### config.mk
export PLATFORM = sky130hd
export DESIGN_NAME = keypad_scanner_flat
export DESIGN_NICKNAME = d
export VERILOG_FILES = /design/src/rtl/keypad_scanner_if.sv /design/src/rtl/keypad_scanner.sv /design/src/flat_wrapper.sv
export SDC_FILE = /design/constraint.sdc
export NUM_CORES = 1
export LEC_CHECK = 0
export CORE_AREA = 3 3 72 74
export DETAILED_ROUTE_END_ITERATION = 8
export DIE_AREA = 0 0 75 77
export PLACE_DENSITY = 0.74
export RECOVER_POWER = 50
export SLEW_MARGIN = 40
export SYNTH_ARGS = -nofsm -noshare
export SYNTH_HDL_FRONTEND = slang
export SYNTH_SLANG_ARGS = --single-unit
### constraint.sdc
create_clock -name clk -period 4.2 [get_ports clk]
set_input_delay 0.84 -clock clk [delete_from_list [all_inputs] [get_ports clk]]
set_output_delay 0.84 -clock clk [all_outputs]
set_load 0.01 [all_outputs]
### src/rtl/keypad_scanner_if.sv
// Keypad pin-side and key-code-side signals of keypad_scanner.
// master: the scanner (drives columns and key outputs, reads rows).
// slave : the board/consumer side (drives rows, reads everything else).
interface keypad_scanner_if;
  logic [3:0] row;        // active-low rows, asynchronous to clk
  logic [3:0] col;        // active-low columns, one low at a time
  logic [3:0] key;        // {row_idx, col_idx} of the debounced key
  logic       key_valid;  // high while a debounced key is held
  logic       key_press;  // one-cycle strobe on each accepted press

  modport master (
    input  row,
    output col, key, key_valid, key_press
  );

  modport slave (
    output row,
    input  col, key, key_valid, key_press
  );
endinterface

### src/rtl/keypad_scanner.sv
// 4x4 matrix keypad scanner with row synchroniser, ghost rejection and a
// per-scan debounce FSM. Emits the debounced key code, a held-level valid
// and a one-cycle press strobe.
// Optional: define KEYPAD_AUTOREPEAT_EN to re-pulse key_press while a key
// stays held (first after REPEAT_DELAY_SCANS, then every REPEAT_RATE_SCANS).
module keypad_scanner #(
  parameter int SCAN_DIV       = 4000,  // clocks per column step, >= 4
  parameter int DEBOUNCE_SCANS = 16     // identical scans to accept, >= 2
`ifdef KEYPAD_AUTOREPEAT_EN
  , parameter int REPEAT_DELAY_SCANS = 200
  , parameter int REPEAT_RATE_SCANS  = 40
`endif
) (
  input  logic             clk,
  input  logic             rst,
  keypad_scanner_if.master kp
);

  localparam int DIV_W = $clog2(SCAN_DIV);
  localparam int DEB_W = $clog2(DEBOUNCE_SCANS + 1);
  localparam logic [DIV_W-1:0] DIV_LAST = DIV_W'(SCAN_DIV - 1);
  localparam logic [DEB_W-1:0] DEB_LAST = DEB_W'(DEBOUNCE_SCANS);

`ifdef KEYPAD_AUTOREPEAT_EN
  localparam int REP_MAXV = (REPEAT_DELAY_SCANS > REPEAT_RATE_SCANS) ?
                            REPEAT_DELAY_SCANS : REPEAT_RATE_SCANS;
  localparam int REP_W = $clog2(REP_MAXV + 1);
  localparam logic [REP_W-1:0] REP_DELAY = REP_W'(REPEAT_DELAY_SCANS);
  localparam logic [REP_W-1:0] REP_RATE  = REP_W'(REPEAT_RATE_SCANS);
  localparam logic [REP_W-1:0] REP_SAT   = REP_W'(REP_MAXV);
`endif

  typedef enum logic [1:0] {IDLE, CONFIRM, HELD, RELEASE} state_e;
  typedef enum logic [1:0] {SCAN_NONE, SCAN_SINGLE, SCAN_MULTI} scan_e;

  // ---------------------------------------------------------------------
  // Row synchroniser
  // ---------------------------------------------------------------------
  logic [3:0] row_meta_q, row_sync_q;

  // Two-flop synchroniser; idle (all released) rows read as ones.
  always_ff @(posedge clk or posedge rst) begin
    if (rst) begin
      row_meta_q <= 4'hF;
      row_sync_q <= 4'hF;
    end else begin
      // NOTE: non-blocking so the second stage takes the first stage's
      // pre-edge value; blocking here would collapse the two flops into one.
      row_meta_q <= kp.row;
      row_sync_q <= row_meta_q;
    end
  end

  // ---------------------------------------------------------------------
  // Column divider and scan accumulation
  // ---------------------------------------------------------------------
  logic [DIV_W-1:0] div_q, div_d;
  logic [1:0]       col_idx_q, col_idx_d;
  logic             sample, scan_done;

  // Step the divider; the last count of each column is the sample point.
  always_comb begin
    sample    = (div_q == DIV_LAST);
    scan_done = sample && (col_idx_q == 2'd3);
    div_d     = sample ? '0 : div_q + DIV_W'(1);
    col_idx_d = sample ? col_idx_q + 2'd1 : col_idx_q;
  end

  logic [3:0] row_hits;
  logic [2:0] hit_num;
  logic [1:0] row_idx;
  logic [1:0] base_cnt, acc_cnt_q, acc_cnt_d;
  logic [3:0] base_code, acc_code_q, acc_code_d;
  logic [2:0] sum_cnt;
  scan_e      scan_kind;

  // Fold this column's rows into the running count/code of the scan.
  always_comb begin
    // NOTE: every variable gets a value before any conditional logic, so
    // no path through this block can leave one unassigned (no latch).
    row_hits = ~row_sync_q;
    hit_num  = 3'(row_hits[0]) + 3'(row_hits[1]) +
               3'(row_hits[2]) + 3'(row_hits[3]);
    row_idx  = 2'd0;
    for (int r = 3; r >= 0; r--) begin
      if (row_hits[r]) row_idx = 2'(r);
    end
    // Column 0 starts a fresh scan.
    base_cnt   = (col_idx_q == 2'd0) ? 2'd0 : acc_cnt_q;
    base_code  = (col_idx_q == 2'd0) ? 4'h0 : acc_code_q;
    sum_cnt    = {1'b0, base_cnt} + hit_num;
    acc_cnt_d  = (sum_cnt >= 3'd2) ? 2'd2 : sum_cnt[1:0];
    acc_code_d = (base_cnt == 2'd0 && hit_num == 3'd1) ?
                 {row_idx, col_idx_q} : base_code;
    scan_kind  = SCAN_NONE;
    if (acc_cnt_d == 2'd1)      scan_kind = SCAN_SINGLE;
    else if (acc_cnt_d == 2'd2) scan_kind = SCAN_MULTI;
  end

  // Divider, column index and scan accumulator registers.
  always_ff @(posedge clk or posedge rst) begin
    if (rst) begin
      div_q      <= '0;
      col_idx_q  <= 2'd0;
      acc_cnt_q  <= 2'd0;
      acc_code_q <= 4'h0;
    end else begin
      div_q     <= div_d;
      col_idx_q <= col_idx_d;
      if (sample) begin
        acc_cnt_q  <= acc_cnt_d;
        acc_code_q <= acc_code_d;
      end
    end
  end

  // ---------------------------------------------------------------------
  // Debounce FSM, advanced once per completed scan
  // ---------------------------------------------------------------------
  state_e           state_q, state_d;
  logic [3:0]       cand_q, cand_d;
  logic [DEB_W-1:0] cnt_q, cnt_d, cnt_inc;
  logic [3:0]       key_q, key_d;
  logic             key_valid_q, key_valid_d;
  logic             key_press_q, key_press_d;
  logic             single, match;
`ifdef KEYPAD_AUTOREPEAT_EN
  logic [REP_W-1:0] rep_cnt_q, rep_cnt_d, rep_inc;
  logic             rep_first_q, rep_first_d;
`endif

  // Next state and outputs; MULTI scans count as NONE (no ghost decode).
  always_comb begin
    state_d     = state_q;
    cand_d      = cand_q;
    cnt_d       = cnt_q;
    key_d       = key_q;
    key_valid_d = key_valid_q;
    key_press_d = 1'b0;
    single      = (scan_kind == SCAN_SINGLE);
    match       = single && (acc_code_d == cand_q);
    cnt_inc     = (cnt_q == DEB_LAST) ? cnt_q : cnt_q + DEB_W'(1);
`ifdef KEYPAD_AUTOREPEAT_EN
    rep_cnt_d   = rep_cnt_q;
    rep_first_d = rep_first_q;
    rep_inc     = (rep_cnt_q == REP_SAT) ? rep_cnt_q : rep_cnt_q + REP_W'(1);
`endif
    if (scan_done) begin
      unique case (state_q)
        IDLE: begin
          if (single) begin
            state_d = CONFIRM;
            cand_d  = acc_code_d;
            cnt_d   = DEB_W'(1);
          end
        end
        CONFIRM: begin
          if (match) begin
            cnt_d = cnt_inc;
            if (cnt_inc == DEB_LAST) begin
              state_d     = HELD;
              key_d       = cand_q;
              key_valid_d = 1'b1;
              key_press_d = 1'b1;
`ifdef KEYPAD_AUTOREPEAT_EN
              rep_cnt_d   = '0;
              rep_first_d = 1'b0;
`endif
            end
          end else if (single) begin
            cand_d = acc_code_d;
            cnt_d  = DEB_W'(1);
          end else begin
            state_d = IDLE;
          end
        end
        HELD: begin
          if (match) begin
`ifdef KEYPAD_AUTOREPEAT_EN
            if ((!rep_first_q && rep_inc == REP_DELAY) ||
                ( rep_first_q && rep_inc == REP_RATE)) begin
              key_press_d = 1'b1;
              rep_cnt_d   = '0;
              rep_first_d = 1'b1;
            end else begin
              rep_cnt_d = rep_inc;
            end
`endif
          end else begin
            state_d = RELEASE;
            cnt_d   = DEB_W'(1);
          end
        end
        RELEASE: begin
          // Returning to HELD keeps the key and emits no new press.
          if (match) begin
            state_d = HELD;
          end else begin
            cnt_d = cnt_inc;
            if (cnt_inc == DEB_LAST) begin
              state_d     = IDLE;
              key_valid_d = 1'b0;
            end
          end
        end
        default: state_d = IDLE;
      endcase
    end
  end

  // FSM state, candidate, counters and registered outputs.
  always_ff @(posedge clk or posedge rst) begin
    if (rst) begin
      state_q     <= IDLE;
      cand_q      <= 4'h0;
      cnt_q       <= '0;
      key_q       <= 4'h0;
      key_valid_q <= 1'b0;
      key_press_q <= 1'b0;
`ifdef KEYPAD_AUTOREPEAT_EN
      rep_cnt_q   <= '0;
      rep_first_q <= 1'b0;
`endif
    end else begin
      state_q     <= state_d;
      cand_q      <= cand_d;
      cnt_q       <= cnt_d;
      key_q       <= key_d;
      key_valid_q <= key_valid_d;
      key_press_q <= key_press_d;
`ifdef KEYPAD_AUTOREPEAT_EN
      rep_cnt_q   <= rep_cnt_d;
      rep_first_q <= rep_first_d;
`endif
    end
  end

  assign kp.col       = ~(4'b0001 << col_idx_q);
  assign kp.key       = key_q;
  assign kp.key_valid = key_valid_q;
  assign kp.key_press = key_press_q;

endmodule

### src/flat_wrapper.sv
// flat-port wrapper written by rule: the top's interface ports become plain ports
module keypad_scanner_flat 
#(
  parameter int SCAN_DIV       = 4000,                                 
  parameter int DEBOUNCE_SCANS = 16                                       

)
  (clk, rst, kp_row, kp_col, kp_key, kp_key_valid, kp_key_press);
  keypad_scanner_if kp_i ();
  input  logic clk;
  input  logic rst;
  input wire logic [$bits(kp_i.row)-1:0] kp_row;
  output wire logic [$bits(kp_i.col)-1:0] kp_col;
  output wire logic [$bits(kp_i.key)-1:0] kp_key;
  output wire logic [$bits(kp_i.key_valid)-1:0] kp_key_valid;
  output wire logic [$bits(kp_i.key_press)-1:0] kp_key_press;
  assign kp_i.row = kp_row;
  assign kp_col = kp_i.col;
  assign kp_key = kp_i.key;
  assign kp_key_valid = kp_i.key_valid;
  assign kp_key_press = kp_i.key_press;
  keypad_scanner #(.SCAN_DIV(SCAN_DIV), .DEBOUNCE_SCANS(DEBOUNCE_SCANS)) u_core (.clk(clk), .rst(rst), .kp(kp_i));
endmodule
==> reports/metrics.csv <==
metric,value,unit
synth_top_family_by_area,simple AND/OR/NAND/NOR gates,
first_pass_iters,4,
worst_slack,0.518,ns
cts_root_buf,clkbuf_8,
fin_worst_skew,0.00652,ns
r2r-start,u_core.row_sync_q[0],
worstSetupPathType,flip-flop to flip-flop,
outcome,"finished, violations left",
holdWs,0.358,ns
synth_edf_count,0,
place_area,2720,sq um
synthCells,259,
p_leak,1.22,nW
hold_viol,0,
clock_path_buffers,2,
yosys.area_share.simple,19.6,%
ys.flop_type,dfrtp_1,
antenna_found_initial,0,
die_y,77,um
synth_adder_area_share,6.48,%
drt_iter0_markers,134,
rows,25,
drive_above_1_share,12.5,%
setup_viol,0,
io_pins,16,
peakVddDrop,0.198,mV
vias,1864,
grt_max_degree,46,
diodes,0,
post_cts_buffers,0,
syn_nets,277,
core,4660,sq um
relSlewSlack,-25.2,%
post-route-util,60.9,%
cts_resized,0,
final_cell_area,2840,sq um
globalRoute.totalOverflow,0,
power_density,298,nW/um^2
yosys.area_share.xor_xnor,4.12,%
place.gp.congestion,0.852,
finalNonFillerCells,327,
yosysWarnings,0,
htreeDepth,2,
ys_ff_latch,45,
grt_pass1_vias,1772,
dpl.hpwl,3.48,mm
violations,"capacitance limit, slew limit",
cts_inserted_buffers,5,
fmaxAchievable,272,MHz
period_minus_slack,3.68,ns
synthArstFlopShare,100,%
grt_first_pass_wirelength,8.25,mm
fin_crit_sh,87.7,%
cts_tree,yes,
rsz0062_at_grt,no,
synth_compound_area_share,14.1,%
total_power,0.845,mW
clk_pin_slew,0.08,ns
cts.sinks,45,
ys_types,60,
wire_per_inst,14.5,um
start_util,54.7,%
drcViolationCount,0,
yosysSeqAreaShare,44.6,%
required,4.38,ns
track_usage,18.3,%
postCtsHoldBufs,0,
maxCapViolCount,1,
io_buffers,15,
yosys-mux-area-fraction,6.28,%
hold_start,u_core.row_meta_q[2],
syn2layout_area_growth,11.2,%
cp-startpoint,u_core.row_sync_q[0],
fin_tns_setup,0,ns
place_ws,0.524,ns
tightest_slew,1.87,ns
syn-cell-area,2550,sq um
slew_violations,46,
arrival,3.86,ns
drt-total-wl,4.73,mm
fp.dieArea,5780,sq um
crit_path_start_kind,flip-flop,
dp.cells,319,
avgViaCountPerCell,5.70,
clk-insertion-delay-late,0.29,ns
end_kind,flip-flop,
cp_max_fo,11,
synth_area_per_cell,9.85,sq um
ant_nets,0,
fp.dieW,75,um
final_net_count,290,
min_path_type,flip-flop to flip-flop,
[report_power, final]
group	switching (mW)	total (mW)	internal [mW]
logic	0.0427	0.0719	0.0292
clock network	0.137	0.330	0.194
registers	0.00249	0.443	0.440
[sequential cells by signal (all words and copies together) (netlist names), named ones only]
| register | count |
|---|---|
| u_core.acc_cnt_q | 2 |
| u_core.acc_code_q | 4 |
| u_core.cand_q | 4 |
| u_core.cnt_q | 5 |
| u_core.col_idx_q | 2 |
| u_core.div_q | 12 |
| u_core.kp.key | 4 |
| u_core.kp.key_press | 1 |
| u_core.kp.key_valid | 1 |
| u_core.row_meta_q | 4 |
| u_core.row_sync_q | 4 |
| u_core.state_q | 1 |
[cells in the final DEF (no fill, tap or decap), drive strengths merged, types with 3 or more instances in the layout]
master | synthesis | final
o21ai | 19 | 19
nor2 | 20 | 20
nor3 | 4 | 4
mux2 | 8 | 8
clkbuf | 5 | 7
nand2b | 4 | 4
inv | 17 | 16
xnor2 | 4 | 4
dfstp | 8 | 8
clkdlybuf4s50 | 0 | 10
dfrtp | 37 | 37
ha | 10 | 10
mux2i | 7 | 7
nand2 | 30 | 30
dlygate4sd3 | 0 | 5
and2 | 3 | 3
a21oi | 8 | 8
a22o | 4 | 4
nand3 | 15 | 15
and4 | 3 | 3
nor2b | 3 | 3
xor2 | 8 | 8
[metal layers]
layer	track usage, %	wire length (um)
met5	0	0
met3	4.46	211
met2	26.2	2200
met1	26.2	2240
met4	7.47	77
[final timing paths]
kind / endpoint / slack (ns) / depth (start not counted)
hold / removal: u_core.row_sync_q[2] / 0.36 / 0
setup reg to reg: u_core.kp.key[0] / 0.52 / 12
max in group asynchronous: u_core.cnt_q[3] / 1.87 / 2
min in group asynchronous: u_core.cnt_q[2] / 1.47 / 2
hold reg to reg: u_core.row_sync_q[2] / 0.36 / 0
setup / recovery: u_core.kp.key[0] / 0.52 / 12
[synthesized netlist by cell type, types with 2 or more instances]
library cell | n | area, sq um
nand4_1 | 2 | 12.5
mux2_2 | 5 | 56.3
nand2_1 | 30 | 113
nor3_1 | 4 | 20.0
mux2_1 | 3 | 33.8
fa_1 | 2 | 40.0
a22o_1 | 4 | 35.0
o21ai_1 | 2 | 10.0
clkbuf_1 | 4 | 15.0
a21oi_1 | 8 | 40.0
xnor2_1 | 4 | 35.0
nand2b_1 | 4 | 25.0
xor2_1 | 8 | 70.1
dfstp_2 | 8 | 210
inv_1 | 17 | 63.8
dfrtp_1 | 37 | 926
mux2i_1 | 7 | 70.1
o21ai_0 | 17 | 85.1
nor2_1 | 19 | 71.3
buf_6 | 2 | 22.5
and4_1 | 2 | 17.5
a311o_1 | 2 | 20.0
and2_1 | 2 | 12.5
ha_1 | 10 | 125
a221o_1 | 2 | 20.0
buf_2 | 2 | 10.0
nor2b_1 | 3 | 18.8
and2b_1 | 2 | 15.0
a2111oi_0 | 2 | 17.5
o211ai_1 | 2 | 15.0
nand3_2 | 2 | 20.0
nand3_1 | 13 | 65.1
[critical path: stages, from the launching register on]
cell and delay [ns]:
dfstp_2 0.57, inv_1 0.06, ha_1 0.30, fa_1 0.37, ha_1 0.33, fa_1 0.41
xor2_1 0.15, nor2_1 0.14, and2_1 0.22, and4_4 0.26, and3_4 0.27, nand3_2 0.15
mux2_1 0.34
[layout make-up]
class	instances	area (sq um)
Sequential cell	45	1140
Timing Repair Buffer	16	158
Clock inverter	1	30.0
Tap cell	54	67.6
Clock buffer	7	86.3
Inverter	18	68.8
Multi-Input combinational cell	186	1290
Fill cell	400	1820
[kinds of logic (layout without fill, tap and decap cells)]
group | after synthesis | count (layout)
flops | 45 | 45
buf+inv | 28 | 42
compound gates | 52 | 52
simple gates | 95 | 95
mux | 15 | 15
fa+ha+maj | 12 | 12
xor+xnor | 12 | 12
(Power assumes the default switching activity.)
